**src/rtl/uart_rx_oversample.sv**
```systemverilog
// rtl/uart_rx_oversample.sv - oversampled 8-N-1 UART receiver, mid-bit sampling
// Define UART_RX_PARITY_EN to insert an even-parity bit before the stop bit.
module uart_rx_oversample #(
    parameter int CLKS_PER_BIT = 16,
    parameter int DATA_BITS    = 8
) (
    input  logic                 clk,
    input  logic                 rst,
    input  logic                 rx_serial,
    output logic [DATA_BITS-1:0] rx_data,
    output logic                 rx_done,
    output logic                 rx_busy,
    output logic                 frame_err
`ifdef UART_RX_PARITY_EN
    ,
    output logic                 parity_err
`endif
);

    localparam int            CW       = $clog2(CLKS_PER_BIT);
    localparam logic [CW-1:0] CNT_LAST = CW'(CLKS_PER_BIT - 1);
    localparam logic [CW-1:0] CNT_MID  = CW'(CLKS_PER_BIT / 2 - 1);
    localparam logic [2:0]    IDX_LAST = 3'(DATA_BITS - 1);

    typedef enum logic [2:0] {
        IDLE,
        START,
        DATA,
`ifdef UART_RX_PARITY_EN
        PARITY,
`endif
        STOP,
        WAIT_HIGH
    } state_t;

    state_t               state_q, state_d;
    logic [1:0]           sync_q, sync_d;
    logic [CW-1:0]        cnt_q, cnt_d;
    logic [2:0]           idx_q, idx_d;
    logic [DATA_BITS-1:0] shreg_q, shreg_d;
    logic [DATA_BITS-1:0] rx_data_q, rx_data_d;
    logic                 rx_done_q, rx_done_d;
    logic                 rx_busy_q, rx_busy_d;
    logic                 frame_err_q, frame_err_d;
    logic                 rxs;
`ifdef UART_RX_PARITY_EN
    logic                 par_q, par_d;
    logic                 parity_err_q, parity_err_d;
`endif

    // Only the second synchroniser stage may steer the FSM.
    assign rxs = sync_q[1];

    always_comb begin
        state_d     = state_q;
        sync_d      = {sync_q[0], rx_serial};
        cnt_d       = cnt_q;
        idx_d       = idx_q;
        shreg_d     = shreg_q;
        rx_data_d   = rx_data_q;
        rx_done_d   = 1'b0;
        frame_err_d = 1'b0;
`ifdef UART_RX_PARITY_EN
        par_d        = par_q;
        parity_err_d = 1'b0;
`endif
        case (state_q)
            IDLE: begin
                if (!rxs) begin
                    state_d = START;
                    cnt_d   = '0;
                end
            end
            START: begin
                if (cnt_q == CNT_MID) begin
                    cnt_d   = '0;
                    idx_d   = '0;
                    state_d = rxs ? IDLE : DATA;
                end else begin
                    cnt_d = cnt_q + CW'(1);
                end
            end
            DATA: begin
                if (cnt_q == CNT_LAST) begin
                    cnt_d   = '0;
                    shreg_d = {rxs, shreg_q[DATA_BITS-1:1]};
                    if (idx_q == IDX_LAST) begin
`ifdef UART_RX_PARITY_EN
                        state_d = PARITY;
`else
                        state_d = STOP;
`endif
                    end else begin
                        idx_d = idx_q + 3'd1;
                    end
                end else begin
                    cnt_d = cnt_q + CW'(1);
                end
            end
`ifdef UART_RX_PARITY_EN
            PARITY: begin
                if (cnt_q == CNT_LAST) begin
                    cnt_d   = '0;
                    par_d   = rxs;
                    state_d = STOP;
                end else begin
                    cnt_d = cnt_q + CW'(1);
                end
            end
`endif
            STOP: begin
                // Leaving at mid-stop lets a following start edge be caught with no idle gap.
                if (cnt_q == CNT_LAST) begin
                    cnt_d = '0;
                    if (rxs) begin
                        rx_data_d = shreg_q;
                        rx_done_d = 1'b1;
`ifdef UART_RX_PARITY_EN
                        parity_err_d = ^{shreg_q, par_q};
`endif
                        state_d   = IDLE;
                    end else begin
                        frame_err_d = 1'b1;
                        state_d     = WAIT_HIGH;
                    end
                end else begin
                    cnt_d = cnt_q + CW'(1);
                end
            end
            WAIT_HIGH: begin
                if (rxs) begin
                    state_d = IDLE;
                end
            end
            default: state_d = IDLE;
        endcase
        rx_busy_d = (state_d != IDLE);
    end

    always_ff @(posedge clk) begin
        if (rst) begin
            state_q     <= IDLE;
            sync_q      <= 2'b11;
            cnt_q       <= '0;
            idx_q       <= '0;
            shreg_q     <= '0;
            rx_data_q   <= '0;
            rx_done_q   <= 1'b0;
            rx_busy_q   <= 1'b0;
            frame_err_q <= 1'b0;
`ifdef UART_RX_PARITY_EN
            par_q        <= 1'b0;
            parity_err_q <= 1'b0;
`endif
        end else begin
            state_q     <= state_d;
            sync_q      <= sync_d;
            cnt_q       <= cnt_d;
            idx_q       <= idx_d;
            shreg_q     <= shreg_d;
            rx_data_q   <= rx_data_d;
            rx_done_q   <= rx_done_d;
            rx_busy_q   <= rx_busy_d;
            frame_err_q <= frame_err_d;
`ifdef UART_RX_PARITY_EN
            par_q        <= par_d;
            parity_err_q <= parity_err_d;
`endif
        end
    end

    assign rx_data   = rx_data_q;
    assign rx_done   = rx_done_q;
    assign rx_busy   = rx_busy_q;
    assign frame_err = frame_err_q;
`ifdef UART_RX_PARITY_EN
    assign parity_err = parity_err_q;
`endif

endmodule
```
**config.mk**
```make
export PLATFORM = sky130hd
export DESIGN_NAME = uart_rx_oversample
export DESIGN_NICKNAME = d
export VERILOG_FILES = /design/src/rtl/uart_rx_oversample.sv
export SDC_FILE = /design/constraint.sdc
export NUM_CORES = 1
export LEC_CHECK = 0
export ABC_AREA = 1
export CORE_AREA = 2 2 55 70
export DETAILED_ROUTE_END_ITERATION = 12
export DIE_AREA = 0 0 57 72
export GPL_TIMING_DRIVEN = 0
export PLACE_DENSITY = 0.56
export SETUP_SLACK_MARGIN = 0.4
export SLEW_MARGIN = 20
export SYNTH_ARGS = -nofsm -noshare
export SYNTH_HDL_FRONTEND = slang
export SYNTH_SLANG_ARGS = --single-unit
```
**constraint.sdc**
```tcl
create_clock -name clk -period 1.5 [get_ports clk]
set_input_delay 0.45 -clock clk [delete_from_list [all_inputs] [get_ports clk]]
set_output_delay 0.45 -clock clk [all_outputs]
set_load 0.02 [all_outputs]
```
==> results.toml <==
[synth]
synth_ff_type = "dfxtp_1"
synth.distinct_cells = 27
ys_seq_elements = 31
postSynthCellCount = 179
yosysSeqAreaShare_pct = 46.1
yosys_warnings = 0
syn_area_per_cell_um2 = 7.51
syn_nets = 185
async_reset_ff_share_pct = 0
netlist_area_um2 = 1350
synth_enable_flop_cells = 0

[power]
p_sw_w = 0.000372
leakagePower_nw = 0.933
p_clk_share_pct = 40.4
seqPwrFrac_pct = 52.4
peakVddDrop_mv = 0.813
swShare_pct = 23.0
p_comb_share_pct = 7.2
p_per_area_nw_per_um2 = 806
internal_power_w = 0.00125

[sta]
max_freq_ghz = 0.743
rsz0062_at_grt = "true"
setup_violations = 0
slew_viol_final = 0
skew_ns = 0.00524
setup_ws_ns = 0.154
fin_crit_ns = 1.35
tightest_slew_ns = 0.329
min_period_over_period_pct = 89.7
hold_viol_final = 0
max_slew_margin_pct = 78.1
hold_ws_ns = 0.412

[floorplanning]
num_rows = 24
die_width_um = 57
die_area_um2 = 4100
io_pins = 14
start_util_pct = 39.3
die_height_um = 72
coreArea_um2 = 3420

[layout]
final_cells = 251
area_delta_synth_final_pct = 49.3
drive_gt1_share_pct = 52.4
final_cell_area_um2 = 2010
layout.nets = 218
num_antenna_cells = 0

[drt]
first_iter_violations = 23
drt.antenna.violating_nets = 0
dr.pass1.iters = 4
routed_wl_um = 3010
routedWlPerCell_um = 12.0
drcViolationCount = 0
via_per_inst = 4.74
dr_total_vias = 1190

[clock_network]
cts.sinks = 31
clk_pin_slew_ns = 0.06
tritoncts = "done"
clk_latency_ns = 0.28
cts_made_buffers = 5
cts_max_path_buffers = 2
cts_hold_buf = 0
cts_root_buffer = "clkbuf_8"
htreeDepth = 2

[global_route]
grt_first_pass_wirelength_um = 4970
antenna_found_initial = 0
grt_pass1_vias = 1156
grt_max_degree = 11
gr-usage-all-layers_pct = 15.9
grt_overflow = 0

[critical_path]
crit_path_end_kind = "register"
r2r_start = "cnt_q[1]$_SDFFE_PP0P_"
crit_required_ns = 1.67
worst-r2r-cell-count = 8
r2r_end = "rx_data[3]$_SDFFE_PP0P_"
crit_fanout = 9
cp-start-kind = "register"
critPathKind = "register to register"
cp.arrival_ns = 1.52
r2r_setup_slack_ns = 0.15

[placed_design]
dp_cells = 231
pre_cts_ws_ns = -0.339
placed_area_um2 = 1590
dp_hpwl_um = 1930
gp_congestion = 0.833
portBuffers = 13

[outcome]
status = "complete, no violations"

[hold_path]
worst_hold_startpoint = "sync_q[0]$_SDFF_PP1_"
min_path_cells = 1
whs_endpoint = "sync_q[1]$_SDFF_PP1_"
hold_class = "register to register"

[run]
cap_violations = 0
## synth_stat cells (2+ instances only)
cell	number	share of area (%)
nor2_1	41	11
dfxtp_1	31	46
nand2_1	25	7.0
inv_1	18	5.0
o21ai_0	15	5.6
nand3_1	9	3.3
nor2_2	5	2.3
o21ai_1	4	1.5
a21oi_1	3	1.1
ha_1	3	2.8
inv_2	3	0.84
nand2_2	3	1.4
nand2_4	3	2.5
nand4_1	2	0.93
or2_2	2	0.93
## cells by family (layout without fill, tap and decap cells)
family	Yosys count	in the layout	synth area share, %
xor gates and xnor gates	1	1	0.651
DFF	31	31	46.1
AOI/OAI and AO/OA	25	25	10.0
and+or+nand+nor	94	96	33.0
adders and majority gates	3	3	2.79
buffers and inverters	25	56	7.35
## registers in the layout, summed over array words and instances (netlist names)
name	count
shreg_q	8
sync_q	2
cnt_q	4
rx_busy	1
rx_done	1
frame_err	1
idx_q	3
rx_data	8
state_q	3
## worst max path at each step
stage	endpoint	from	cells after the start
3_5_place_dp	shreg_q[2]$_SDFFE_PP0P_	rst	5
3_3_place_gp	shreg_q[2]$_SDFFE_PP0P_	rst	5
2_1_floorplan	rx_data[1]$_SDFFE_PP0P_	cnt_q[1]$_SDFFE_PP0P_	8
4_1_cts	rx_data[6]$_SDFFE_PP0P_	cnt_q[0]$_SDFFE_PP0P_	8
6_report	rx_data[3]$_SDFFE_PP0P_	cnt_q[1]$_SDFFE_PP0P_	8
5_1_grt	rx_data[7]$_SDFFE_PP0P_	cnt_q[1]$_SDFFE_PP0P_	8
## area by class of cell
type                    count  area, um^2
inverters                  23         113
fillers                   319        1420
clock buffers               6        82.6
flip-flops and latches     31         651
well taps                  39        48.8
repair inverters            1        6.26
plain buffers               2        12.5
multi-input cells         125         856
repair buffers             23         234
clock inverters             1        5.00
## power by group through the flow
stage               clock [W]  sequential, W  combinational (W)
global route         0.000701       0.000849           0.000132
global placement            0       0.000867          0.0000817
CTS                  0.000676       0.000849           0.000102
finish               0.000654       0.000847           0.000117
detailed placement          0       0.000867          0.0000830
floorplan                   0       0.000867          0.0000577
## placed cells by master, fill, tap and decap left out, types with 6 or more instances in the layout
cell,count
dfxtp_2,18
buf_6,12
o21ai_2,6
clkbuf_8,6
inv_1,14
o21ai_0,8
nand2_1,20
nand2_4,7
buf_4,9
nor2_1,32
nor2_2,10
dfxtp_1,11
## routing by layer
| layer | GRT usage, % | vias up | routed length, um |
|---|---|---|---|
| met3 | 4.81 | 5 | 102 |
| met2 | 29.1 | 13 | 1630 |
| met4 | 7.75 | 0 | 66 |
| li1 | - | 629 | - |
| met1 | 16.3 | 543 | 1210 |
| met5 | 0 | - | 0 |
## worst max-delay path, cell delays in order, from the launching register on
cell and delay, ns:
dfxtp_2 0.35, ha_4 0.17, nand3_4 0.13, inv_6 0.12, nand2_8 0.07, nor2_8 0.18, inv_6 0.08, nor2_1 0.09
nor2_1 0.05
## per-stage QoR
stage	total power [W]	setup TNS, ns	utilization, %
6_report	0.00162	0	58.7
3_3_place_gp	0.000948	-4.99	46.5
4_1_cts	0.00163	0	53.3
5_1_grt	0.00168	0	58.7
3_5_place_dp	0.000950	-5.01	46.5
2_1_floorplan	0.000924	0	-
## timing repair
action                                  CTS  global route
setup buffers                             7             3
endpoints found under the setup margin   41            40
gates resized for setup                  88            51
pin swaps                                 7            12
cloned                                    1             2
Power figures use the tool's default switching activity.
